==> config.mk <==
export PLATFORM = sky130hd
export DESIGN_NAME = monopix_readout_responder
export DESIGN_NICKNAME = d
export VERILOG_FILES = /design/src/rtl/monopix_readout_responder.sv
export SDC_FILE = /design/constraint.sdc
export NUM_CORES = 1
export LEC_CHECK = 0
export CAP_MARGIN = 10
export CORE_MARGIN = 3
export CORE_UTILIZATION = 50
export DETAILED_ROUTE_END_ITERATION = 16
export GPL_ROUTABILITY_DRIVEN = 0
export PLACE_DENSITY = 0.78
export SLEW_MARGIN = 40
export SYNTH_ARGS = -nofsm -noshare
export SYNTH_HDL_FRONTEND = slang
export SYNTH_SLANG_ARGS = --single-unit
==> constraint.sdc <==
create_clock -name clk_out -period 2.4 [get_ports clk_out]
set_input_delay 0.48 -clock clk_out [delete_from_list [all_inputs] [get_ports clk_out]]
set_output_delay 0.48 -clock clk_out [all_outputs]
set_load 0.01 [all_outputs]
==> src/rtl/monopix_readout_responder.sv <==
// Chip-side readout responder: buffers hit words, raises token while
// any are pending, and serializes one word MSB first per READ rise.
module monopix_readout_responder #(
  parameter int DEPTH = 4,
  parameter int DW    = 27,
  parameter int CNT_W = 8
) (
  input  logic             clk_out,
  input  logic             rst_n,
  input  logic             hit_valid,
  input  logic [DW-1:0]    hit_data,
  output logic             hit_ready,
  input  logic             read,
  input  logic             freeze,
  output logic             token,
  output logic             data_out,
  output logic             busy,
  output logic [CNT_W-1:0] drop_cnt
);

  localparam int AW = (DEPTH > 1) ? $clog2(DEPTH) : 1;
  localparam int BW = $clog2(DW);

  typedef enum logic {IDLE, SHIFT} state_t;

  state_t          state;
  logic [DW-1:0]   mem [DEPTH];
  logic [AW-1:0]   wr_ptr;
  logic [AW-1:0]   rd_ptr;
  logic [AW:0]     count;
  logic [AW:0]     count_next;
  logic [DW-1:0]   sreg;
  logic [BW-1:0]   bit_cnt;

  logic read_m;
  logic read_s;
  logic read_q;
  logic freeze_m;
  logic freeze_s;

  logic full;
  logic push;
  logic pop;
  logic drop;
  logic read_rise;

  assign full      = (count == (AW+1)'(DEPTH));
  assign hit_ready = ~full & ~freeze_s;
  assign push      = hit_valid & hit_ready;
  assign drop      = hit_valid & ~hit_ready;
  assign read_rise = read_s & ~read_q;
  assign pop       = (state == IDLE) & read_rise & (count != '0);

  // Occupancy after this edge; push+pop cancel out.
  always_comb begin
    count_next = count;
    unique case ({push, pop})
      2'b10:   count_next = count + 1'b1;
      2'b01:   count_next = count - 1'b1;
      default: count_next = count;
    endcase
  end

  // Two-flop synchronisers for the asynchronous READ and FREEZE lines.
  always_ff @(posedge clk_out or negedge rst_n) begin
    if (!rst_n) begin
      read_m   <= 1'b0;
      read_s   <= 1'b0;
      read_q   <= 1'b0;
      freeze_m <= 1'b0;
      freeze_s <= 1'b0;
    end else begin
      read_m   <= read;
      read_s   <= read_m;
      read_q   <= read_s;
      freeze_m <= freeze;
      freeze_s <= freeze_m;
    end
  end

  // Hit storage; contents are don't-care until written.
  always_ff @(posedge clk_out) begin
    if (push) mem[wr_ptr] <= hit_data;
  end

  // FIFO pointers, occupancy and registered token.
  always_ff @(posedge clk_out or negedge rst_n) begin
    if (!rst_n) begin
      wr_ptr <= '0;
      rd_ptr <= '0;
      count  <= '0;
      token  <= 1'b0;
    end else begin
      if (push) wr_ptr <= wr_ptr + 1'b1;
      if (pop)  rd_ptr <= rd_ptr + 1'b1;
      count <= count_next;
      token <= (count_next != '0);
    end
  end

  // Saturating count of hits refused while full or frozen.
  always_ff @(posedge clk_out or negedge rst_n) begin
    if (!rst_n) begin
      drop_cnt <= '0;
    end else if (drop && (drop_cnt != '1)) begin
      drop_cnt <= drop_cnt + 1'b1;
    end
  end

  // Serializer: load on READ rise, then DW bits MSB first.
  always_ff @(posedge clk_out or negedge rst_n) begin
    if (!rst_n) begin
      state    <= IDLE;
      sreg     <= '0;
      bit_cnt  <= '0;
      busy     <= 1'b0;
      data_out <= 1'b0;
    end else begin
      unique case (state)
        IDLE: begin
          busy     <= 1'b0;
          data_out <= 1'b0;
          if (pop) begin
            sreg     <= mem[rd_ptr];
            data_out <= mem[rd_ptr][DW-1];
            bit_cnt  <= '0;
            busy     <= 1'b1;
            state    <= SHIFT;
          end
        end
        SHIFT: begin
          if (bit_cnt == BW'(DW-1)) begin
            busy     <= 1'b0;
            data_out <= 1'b0;
            state    <= IDLE;
          end else begin
            sreg     <= sreg << 1;
            data_out <= sreg[DW-2];
            bit_cnt  <= bit_cnt + 1'b1;
          end
        end
        default: state <= IDLE;
      endcase
    end
  end

endmodule
==> run metrics <==
final worst-path cycle share=between 90% and 100%; share of final-layout standard cells stronger than drive strength 1=a little over a fifth; final setup violating endpoints=0; routed length per instance=18.07 um; Critical path destination=token$_DFF_PN0_; library cell appearing most often on the critical path=sky130_fd_sc_hd__xor2_1; power consumption=9.390 mW; register bit total from synthesis=between 150 and 200; final-layout fill cell count=around 800; proportion of synthesized flip-flops having asynchronous set or reset=33.74%; delay of the slowest cell on the worst path=roughly 0.43 ns; total die area=between 0.01 and 0.015 mm2; most common cell after layout, fill and taps aside=sky130_fd_sc_hd__edfxtp_1; largest vdd supply drop=between 0.0005 and 0.0006 V; Overflow after GRT=0; classification of the worst setup path=reg -> reg; worst-skew pair later-pin latency=just over 0.4 ns; type of destination of the critical path=register; maximum number of pins on one net before global-route repair=56; number of ports placed on the die boundary=44; placed cell count=582; Std-Cell Core Area=around 0.012 mm2; Crit path max-delay family=simple AND/OR/NAND/NOR gates; class of the worst hold path=in -> async; summed instance area of the synthesized netlist=0.006415 mm2; Layout Area Growth over Synthesis=22.24%; Relative slew margins=between 50 and 60%; overall fraction of global-route tracks in use=17.02%; launching element type of the critical path=register; reg-to-reg critical path endpoint=token$_DFF_PN0_; number of nets in the layout=480; wire length of the first global-routing pass=approximately 18,000 um; Routed Wire Length=11,200 um; synthesized instance count=370; vias per cell=5.353; number of nets with antenna violations after routing=0; data required time of the worst path=~2.7 ns; series of cell instances along the critical path=or3b_4 -> nor2_4 -> ha_4 -> inv_2 -> fa_2 -> xor2_1 -> nor2_1 -> xor2_1 -> or3_1; cts bufs inserted=17; fin cells=620; number of failing hold endpoints at the final stage=0; number of cell instances on the worst register-to-register path=9; Synth cell types=37; Initial Utilization=a little over half; total area of multi-input combinational cells=roughly 0.0017 mm2; status=finished, final reports clean; total number of clock tree sinks=around 160; cell count along the critical path=9; count of buffers from port buffering=between 40 and 50; WP buf/inv=1; Reg2Reg Setup Slack=0.05 ns; initial DRC count=about 230; number of max-cap violations=0; core occupancy in the finished layout=63.95%; Synth Flop Type=sky130_fd_sc_hd__edfxtp_1; clock transition at the registers of the reported paths=0.06 ns; minimum clock period=2.351 ns; PnR worst setup slack=0.04927 ns; Avg Cell Area, Syn=around 17 um2; chip height=about 120 um; standard cell area after detailed placement=0.007193 mm2; summed negative setup slack over all endpoints=0 ns; routed via count=roughly 3.3k; warning count from the yosys run=0; worst path arrival time=between 2 and 3 ns; RSZ-0062 raised after global routing=true; Pleak=a little under 3 nW; number of flops mapped to enable cells by yosys=approximately 110; Max Clk Rate=approximately 430 MHz; vias in the first global route=3,628; P per Cell Area=around 1200 mW/mm2; # rows=40; Layout Cell Area excl Fill=between 0.007 and 0.008 mm2; final clock skew=0.005364 ns; H-tree depth=4; launching instance or port of the critical path=state$_DFF_PN0_; TritonCTS clock tree=yes; DRC violations left=0; fraction of the yosys area taken by sequential cells=~72%; Least-Margin Pin Slew=0.7231 ns; number of antenna violations at the first check in global routing=0; worst slack at placement=-0.2117 ns; Post-Synthesis Net Count=~400; half-perimeter wire length after detailed placement=approximately 6700 um; library cell contributing the largest single delay on the critical path=sky130_fd_sc_hd__or3b_4; Storage cell area=approximately 0.0046 mm2; die span in x=between 100 and 150 um; number of max-slew violations in the final report=0; Clock Path Buffers=2; worst reg2reg startpoint=state$_DFF_PN0_; number of antenna diodes=0; Min Hold Slack=approximately 0.19 ns; most frequent cells in the layout=108 x sky130_fd_sc_hd__edfxtp_1, 54 x sky130_fd_sc_hd__dfrtp_1, 42 x sky130_fd_sc_hd__clkdlybuf4s50_1; clock tree root buffer cell=sky130_fd_sc_hd__clkbuf_16; Detailed Routing Iterations Pass 1=4; highest fanout seen on the critical path=2
## worst min-delay path by stage
| stage | from | to | slack [ns] | cells past startpoint |
|---|---|---|---|---|
| floorplan | rst_n | bit_cnt[0]$_DFFE_PN0P_ | 0.18 | 0 |
| global placement | read_s$_DFF_PN0_ | read_q$_DFF_PN0_ | 0.35 | 0 |
| detailed placement | freeze_m$_DFF_PN0_ | freeze_s$_DFF_PN0_ | 0.35 | 0 |
| CTS | rst_n | drop_cnt[6]$_DFFE_PN0P_ | 0.21 | 2 |
| global route | rst_n | drop_cnt[4]$_DFFE_PN0P_ | 0.25 | 2 |
| finish | rst_n | drop_cnt[6]$_DFFE_PN0P_ | 0.19 | 2 |
## logic make-up (layout without fill, tap and decap cells)
| family | after synthesis | in the layout | synth area share (%) |
|---|---|---|---|
| AO/OA/AOI/OAI | 35 | 35 | 3.101 |
| XOR/XNOR | 12 | 12 | 1.638 |
| adder cells (fa/ha/maj) | 9 | 9 | 1.873 |
| buffers and inverters | 28 | 110 | 2.204 |
| flip-flops | 163 | 163 | 72.01 |
| multiplexers | 58 | 58 | 14.37 |
| AND/OR/NAND/NOR | 65 | 65 | 4.798 |
## cell usage after synthesis, drive strengths merged, types with 2 or more instances
master | number | area (um2)
a21oi | 26 | 133.9
and2 | 2 | 12.51
and3 | 4 | 25.02
buf | 14 | 88.84
clkbuf | 2 | 7.510
dfrtp | 55 | 1376
edfxtp | 108 | 3243
ha | 8 | 100.1
inv | 12 | 45.04
mux2 | 3 | 33.78
mux2i | 28 | 280.3
mux4 | 27 | 608.1
nand2 | 9 | 33.78
nand4 | 3 | 18.77
nor2 | 34 | 130.1
nor3 | 4 | 20.02
o21ai | 5 | 25.02
or3 | 2 | 12.51
xnor2 | 4 | 35.03
xor2 | 8 | 70.07
## final cells by class
type                       instances  area share (%)
clock inverter                    10           1.277
inverter                          12          0.5744
multi-input combinational        179           21.78
tap                              168           2.681
clock buffer                      22           6.175
sequential                       163           58.93
timing repair buffer              66           8.585
## power by group
group / internal (mW) / switching, mW
registers: 3.64 / 0.362
logic: 1.44 / 1.37
clock network: 1.54 / 1.03
total: 6.62 / 2.77
## layer usage
| metal | track usage, % | share of wire, % |
|---|---|---|
| met1 | 20.77 | 42 |
| met2 | 29.57 | 53 |
| met3 | 3.419 | 2.9 |
| met4 | 7.169 | 1.8 |
| met5 | 0 | 0 |
## registers in the layout, indices dropped and copies added, names as in the netlist
register,count
mem,108
token,1
state,1
data_out,1
read_m,1
read_s,1
count,3
wr_ptr,2
freeze_m,1
busy,1
drop_cnt,8
sreg,26
rd_ptr,2
freeze_s,1
bit_cnt,5
read_q,1
## timing repair
item / 4_1_cts / 5_1_grt
hold endpoints to repair: 0 / 0
setup endpoints to repair: 1 / 1
resized for setup: 3 / 4
hold buffers: 0 / 0
pin swaps: 4 / 5
setup buffers: 5 / 1
Note: power is estimated with default switching activity, not from simulation.
